==> src/rtl/miner_nonce_checker_cmp.sv <==
// Two-stage unsigned a < b compare: stage 1 registers the upper-half flags,
// stage 2 resolves the lower half combinationally so the caller can register the result.
module hash_lt_cmp #(
    parameter int W     = 256,
    parameter int TAG_W = 32
) (
    input  logic             clk,
    input  logic             n_rst,
    input  logic             flush,
    input  logic             in_valid,
    input  logic [W-1:0]     a,
    input  logic [W-1:0]     b,
    input  logic [TAG_W-1:0] tag_in,
    output logic             out_valid,
    output logic             out_lt,
    output logic [TAG_W-1:0] tag_out
);

    localparam int H = W / 2;

    logic             s1_valid;
    logic             s1_upper_lt;
    logic             s1_upper_eq;
    logic [H-1:0]     s1_a_lo;
    logic [TAG_W-1:0] s1_tag;

    // b is the job target register, which only changes on a flush, so its
    // lower half can be used live in stage 2 without being staged.
    always_ff @(posedge clk or negedge n_rst) begin
        if (!n_rst) begin
            s1_valid    <= 1'b0;
            s1_upper_lt <= 1'b0;
            s1_upper_eq <= 1'b0;
            s1_a_lo     <= '0;
            s1_tag      <= '0;
        end else if (flush) begin
            s1_valid <= 1'b0;
        end else begin
            s1_valid <= in_valid;
            if (in_valid) begin
                s1_upper_lt <= (a[W-1:H] <  b[W-1:H]);
                s1_upper_eq <= (a[W-1:H] == b[W-1:H]);
                s1_a_lo     <= a[H-1:0];
                s1_tag      <= tag_in;
            end
        end
    end

    assign out_valid = s1_valid;
    assign out_lt    = s1_upper_lt | (s1_upper_eq & (s1_a_lo < b[H-1:0]));
    assign tag_out   = s1_tag;

endmodule

==> config.mk <==
export PLATFORM = sky130hd
export DESIGN_NAME = hash_lt_cmp
export DESIGN_NICKNAME = d
export VERILOG_FILES = /design/src/rtl/miner_nonce_checker_cmp.sv
export SDC_FILE = /design/constraint.sdc
export NUM_CORES = 1
export LEC_CHECK = 0
export BUFFER_PORTS_ARGS = -buffer_cell sky130_fd_sc_hd__buf_2
export CORE_AREA = 2 2 229 231
export CTS_BUF_LIST = sky130_fd_sc_hd__clkbuf_2
export CTS_CLUSTER_DIAMETER = 50
export DETAILED_ROUTE_END_ITERATION = 12
export DIE_AREA = 0 0 231 233
export GPL_TIMING_DRIVEN = 0
export SLEW_MARGIN = 20
export SYNTH_ARGS = -nofsm -noshare
export SYNTH_HDL_FRONTEND = slang
export SYNTH_SLANG_ARGS = --single-unit
export TNS_END_PERCENT = 10
==> constraint.sdc <==
create_clock -name clk -period 4.1 [get_ports clk]
set_input_delay 0.205 -clock clk [delete_from_list [all_inputs] [get_ports clk]]
set_output_delay 0.205 -clock clk [all_outputs]
set_load 0.05 [all_outputs]
==> results of run 1 <==
## state kept, by name (all words and copies together), names as in the netlist
register	flops
out_valid	1
s1_upper_lt	1
s1_upper_eq	1
tag_out	32
s1_a_lo	128
## cells by family after synthesis
| family | Yosys count |
|---|---|
| AO/OA/AOI/OAI | 218 |
| adder cells (fa/ha/maj) | 255 |
| buffers and inverters | 294 |
| flip-flops | 163 |
| AND/OR/NAND/NOR | 670 |
## cell usage after synthesis (all sizes together), types with 10 or more instances
cell	instances	share of area, %
o21ai	43	1.7
ha	255	26
nand3	17	0.72
a211oi	10	0.60
dfrtp	163	33
inv	259	7.8
nand4	43	2.2
a21oi	92	3.7
clkbuf	35	1.1
a21o	36	2.2
nor2	28	0.84
nand2	535	16
## final cells by class
cell class,instances,area [um^2]
antenna,16,40.0
tap,680,851
clock inverter,14,155
inverter,259,972
fill,5002,30300
clock buffer,18,90.1
buffer,35,135
multi-input combinational,1143,7400
timing repair buffer,990,7070
sequential,163,4080
## power by group through the flow
| stage | clock, W | combinational (W) | sequential (W) |
|---|---|---|---|
| 6_report | 0.000991 | 0.00187 | 0.00194 |
| 5_1_grt | 0.00112 | 0.00210 | 0.00196 |
| 4_1_cts | 0.00105 | 0.00185 | 0.00193 |
| 3_5_place_dp | 0 | 0.00153 | 0.00196 |
| 3_3_place_gp | 0 | 0.00148 | 0.00195 |
| 2_1_floorplan | 0 | 0.000772 | 0.00207 |
## cell usage in the layout (no fill, tap or decap), types with 4 or more instances in the layout
cell	n
buf_2	579
nand2_1	535
dlygate4sd3_1	406
inv_1	258
ha_1	252
dfrtp_1	162
a21oi_1	92
nand4_1	42
o21ai_0	41
a21o_1	36
clkbuf_1	32
nor2_1	27
clkbuf_2	21
diode_2	16
nand3_1	16
a211oi_1	10
nor4_1	8
and4_1	7
o211ai_1	7
nor3_1	6
nor2b_1	5
nand2b_1	4
o31ai_1	4
## worst max-delay path by stage
stage / startpoint / end / slack [ns] / cells after the start
5_1_grt: s1_a_lo[21]$_DFFE_PN0P_ / out_lt / 0.001 / 9
2_1_floorplan: s1_a_lo[21]$_DFFE_PN0P_ / out_lt / 1.58 / 8
3_5_place_dp: s1_a_lo[127]$_DFFE_PN0P_ / out_lt / 0.58 / 9
3_3_place_gp: n_rst / s1_a_lo[120]$_DFFE_PN0P_ / 0.03 / 1
6_report: s1_a_lo[127]$_DFFE_PN0P_ / out_lt / 0.33 / 9
4_1_cts: s1_a_lo[127]$_DFFE_PN0P_ / out_lt / 0.004 / 9
## metal layers
layer / GRT usage [%] / up-vias
li1: - / 7270
met2: 36.5 / 546
met4: 10.3 / 14
met5: 0 / -
met3: 6.43 / 181
met1: 19.9 / 6776
## what timing repair did
action | 4_1_cts | 5_1_grt
hold buffers | 407 | 0
gates resized for setup | 15 | 0
hold endpoints to repair | 326 | 0
setup endpoints to repair | 1 | 0
## stage by stage
step	area [um^2]	util, %	setup slack [ns]	instances	total power (W)
finish	20800	40.7	0.331	3318	0.00480
global route	20800	40.7	0.00125	3312	0.00517
CTS	20800	40.6	0.00367	3302	0.00483
detailed placement	16300	31.9	0.579	2863	0.00349
global placement	16300	31.8	0.0348	2861	0.00343
floorplan	12500	-	1.58	1600	0.00284
## tightest hold or removal path: stages
cell,delay (ns)
buf_2,0.08
ha_1,0.13
nor2_1,0.05
o211ai_1,0.09
a21oi_1,0.09
o311ai_1,0.08
o31ai_1,0.07
dlygate4sd3_1,0.54
==> impl_metrics.tcl, run 1 <==
set metrics [dict create \
    status "complete, no violations" \
    ioPinCount 582 \
    cp_max_fo 3 \
    tightest_slew_ns 0.803 \
    cts_setup_buffers 0 \
    clock-sinks 163 \
    setup_viol 0 \
    cts_tree "done" \
    route.top_layer_used "met5" \
    gp_congestion 0.957 \
    p_per_area_nw_per_um2 231 \
    postSynth.asyncResetShare_pct 100 \
    cap_violations 0 \
    synth_top_family_by_area "adder cells" \
    synthAdderAreaFrac_pct 25.5 \
    synth.area.mux_share_pct 0 \
    rsz0062_at_grt "no" \
    synth_cell_types 49 \
    min_path_type "in -> reg" \
    p_comb_share_pct 39.0 \
    synth-edff-count 0 \
    fmax_ghz 0.265 \
    grt_pass1_wl_um 82100 \
    leakage_nw 11.7 \
    clkTransAtPathRegs_ns 0.28 \
    ir_worst_vdd_uv 177 \
    core-area_um2 51100 \
    synth_area_um2 12500 \
    p_int_w 0.00300 \
    dieWidth_um 231 \
    start_kind "flop" \
    worst_skew_pair.late_latency_ns 1.02 \
    routed_wl_um 53900 \
    ys_ff_latch 163 \
    grt_max_degree 64 \
    setup-tns-final_ns 0 \
    r2r_slack_ns 2.77 \
    grt_use_total_pct 19.9 \
    avgSynthCellArea_um2 7.81 \
    overflow 0 \
    drc 0 \
    cts_buffers 17 \
    slew_violations 0 \
    crit_type "reg -> out" \
    slew_headroom_pct 46.5 \
    rows 83 \
    hold_depth 8 \
    cp_slowest_stage_delay_ns 0.53 \
    syn_nets 2403 \
    rr_worst_depth 3 \
    first_pass_iters 4 \
    whs_ns 0.307 \
    wl_met2_um 27700 \
    drtIter0Drc 617 \
    synth-compound-area-share_pct 10.6 \
    grt_pass1_vias 16286 \
    path_buf_inv 1 \
    p_seq_share_pct 40.3 \
    p_sw_w 0.00180 \
    yosysSeqAreaShare_pct 32.6 \
    wire_per_inst_um 16.2 \
    h-tree-depth 4 \
    ys_warn_count 0 \
    r2r-end "s1_upper_lt$_DFFE_PN0P_" \
    via_count 14787 \
    synth_flop_cell "dfrtp_1" \
    yosys.area_share.simple_pct 22.4 \
    finClkSkew_ns 0 \
    critical_path_arrival_ns 3.56 \
    critPathSlowestCell "or4_4" \
    period_minus_slack_ns 3.77 \
    synth_cells 1600 \
    die-area_um2 53800 \
    antenna_found_initial 23 \
    cp_top_family "simple AND/OR/NAND/NOR gates" \
    worst_setup_path_end_kind "output port" \
    dp_hpwl_um 40300 \
    fin_crit_sh_pct 91.9 \
    final_hold_viol_count 0 \
    holdPathEnd "s1_upper_lt$_DFFE_PN0P_" \
    fin_nets 3412 \
    area_growth_syn_to_layout_pct 66.4 \
    cts_buffer_depth 2 \
    p_clk_share_pct 20.6 \
    cts_root_buffer "clkbuf_2" \
    fp.dieH_um 233 \
    start_util_pct 24.5 \
    hp-start "a[255]" \
    r2r_start "s1_upper_lt$_DFFE_PN0P_" \
    vias_per_cell 4.46 \
    routed-wl-met3_um 3730 \
    drtAntennaViolNets 0 \
    synthXorXnorAreaFrac_pct 0 \
    drive_gt1_share_pct 24.2 \
    path_cells "ha_4 > nand4_4 > nor3_2 > nand4_1 > or4_4 > or3_4 > a31oi_4 > nor2_2 > buf_6" \
    required_ns 3.89 \
    wl_met1_um 20000 \
    io_buffers 581 \
    swShare_pct 37.5 \
]
(Power assumes the default switching activity.)
==> run 2, diff against run 1 <==
==> constraint.sdc (replaced) <==
create_clock -name clk -period 3.76 [get_ports clk]
set_input_delay 0.188 -clock clk [delete_from_list [all_inputs] [get_ports clk]]
set_output_delay 0.188 -clock clk [all_outputs]
set_load 0.05 [all_outputs]
==> run 2 against run 1 <==
Routed wire length grew 0.12%. Largest power group unchanged. Critical endpoint unchanged. Clock-buffer cell count is the same. Global-route usage is essentially flat. Combinational power grew 10%. Core utilization grew 0.17 points.
==> impl_metrics.tcl, run 2 (same netlist as run 1, synthesis figures left out) <==
set metrics [dict create \
    vias_per_cell 4.45 \
    routed_wl_um 54000 \
    gp_congestion 0.957 \
    grt_use_total_pct 19.9 \
    p_seq_share_pct 40.2 \
    clock-sinks 163 \
    p_comb_share_pct 39.2 \
    via_count 14777 \
    clkTransAtPathRegs_ns 0.27 \
    antenna_found_initial 20 \
    largest_reg_flops 128 \
    worst_setup_path_end_kind "output port" \
    crit_type "reg -> out" \
    leakage_nw 11.8 \
    ir_worst_vdd_uv 202 \
    final_hold_viol_count 0 \
    cts_tree "done" \
    drtIter0Drc 554 \
    finClkSkew_ns 0 \
    cts_buffers 17 \
    fin_util_pct 40.9 \
    dp_hpwl_um 40300 \
    die-area_um2 53800 \
    io_buffers 581 \
    grt_max_degree 64 \
    setup_viol 0 \
    fin_crit_sh_pct 98.6 \
    rows 83 \
    overflow 0 \
    grt_pass1_wl_um 82400 \
    largest-register "s1_a_lo" \
    p_sw_w 0.00197 \
    grt_pass1_vias 16333 \
    setup-tns-final_ns 0 \
    wire_per_inst_um 16.2 \
    cp_max_fo 3 \
    drc 0 \
    tightest_slew_ns 0.839 \
    ioPinCount 582 \
    cts_buffer_depth 2 \
    slew_headroom_pct 44.1 \
    core-area_um2 51100 \
    min_path_type "in -> reg" \
    cts_root_buffer "clkbuf_2" \
    area_growth_syn_to_layout_pct 67.1 \
    p_per_area_nw_per_um2 252 \
    drtAntennaViolNets 0 \
    critical_path_arrival_ns 3.52 \
    fmax_ghz 0.270 \
    final_common_cell "buf_2" \
    status "complete, no violations" \
    start_kind "flop" \
    first_pass_iters 5 \
    fin_nets 3417 \
    drive_gt1_share_pct 24.4 \
    p_clk_share_pct 20.7 \
    slew_violations 0 \
    start_util_pct 24.5 \
    p_int_w 0.00328 \
    h-tree-depth 4 \
    layout_common_cells "buf_2 (579), nand2_1 (535), dlygate4sd3_1 (410)" \
    fp.dieH_um 233 \
    required_ns 3.57 \
    dieWidth_um 231 \
    cap_violations 0 \
    swShare_pct 37.6 \
    period_minus_slack_ns 3.71 \
    r2r_slack_ns 2.44 \
    worst_skew_pair.late_latency_ns 1.04 \
    rsz0062_at_grt "yes" \
]
run 2: changes by cell type in the layout (fill, tap and decap cells not counted), sizes merged:
| cell | delta |
|---|---|
| dlygate4sd3 | +4 |
| buf | +1 |
run 2: path summary, 6_finish.rpt:
| path | start | to | cells after the start |
|---|---|---|---|
| worst min-delay path | a[255] | s1_upper_lt$_DFFE_PN0P_ | 8 |
| worst max register to register | s1_upper_lt$_DFFE_PN0P_ | s1_upper_lt$_DFFE_PN0P_ | 3 |
| min in group asynchronous | n_rst | s1_a_lo[27]$_DFFE_PN0P_ | 5 |
| worst min register to register | s1_a_lo[92]$_DFFE_PN0P_ | s1_a_lo[92]$_DFFE_PN0P_ | 2 |
| worst max-delay path | s1_a_lo[91]$_DFFE_PN0P_ | out_lt | 8 |
| max in group asynchronous | n_rst | s1_a_lo[103]$_DFFE_PN0P_ | 6 |
run 2: routing by layer:
layer	track usage [%]	part of all wire [%]	vias to the layer above
met1	20.1	37	6791
met4	9.13	4.0	10
met5	0	0.13	-
met3	6.05	6.6	172
li1	-	-	7280
met2	37.3	52	524
run 2: cell type report:
cell class / count / area (um^2)
inverters: 259 / 972
clock buffers: 18 / 90.1
repair buffers: 995 / 7120
well taps: 680 / 851
fillers: 4978 / 30200
diodes: 16 / 40.0
multi-input cells: 1143 / 7440
clock inverters: 14 / 155
plain buffers: 35 / 135
flip-flops and latches: 163 / 4080
run 2: metrics by stage:
stage                     hold WS (ns)  setup WS [ns]  total power, W  cell area [um^2]  instances
after floorplan                 -0.108           1.26         0.00309             12500       1600
after global placement           0.381         -0.288         0.00374             16300       2861
after detailed placement         0.118          0.256         0.00380             16300       2863
after CTS                       0.0884         -0.226         0.00527             20800       3306
after global routing             0.230         -0.165         0.00565             20900       3315
final                            0.280         0.0517         0.00526             20900       3323
run 2: what timing repair did:
item                       in CTS  in global routing
setup endpoints to repair       1                  1
setup buffers                   0                  1
pin swaps                       7                  2
gates resized for setup        17                  3
hold endpoints to repair      326                  0
hold buffers                  411                  0
gates cloned                    0                  0
run 2: power by group through the flow:
stage,sequential [W],clock [W],combinational (W)
2_1_floorplan,0.00225,0,0.000842
3_3_place_gp,0.00213,0,0.00162
3_5_place_dp,0.00213,0,0.00167
4_1_cts,0.00210,0.00114,0.00202
5_1_grt,0.00214,0.00121,0.00231
6_report,0.00211,0.00109,0.00206
run 2: worst max-delay path, stage by stage, from the launching register on:
cell and delay, ns:
dfrtp_1 0.47, ha_4 0.29, and4_1 0.17, nand3_1 0.12
or4_4 0.56, or3_4 0.44, a31oi_4 0.23, nor2_2 0.06
buf_6 0.16
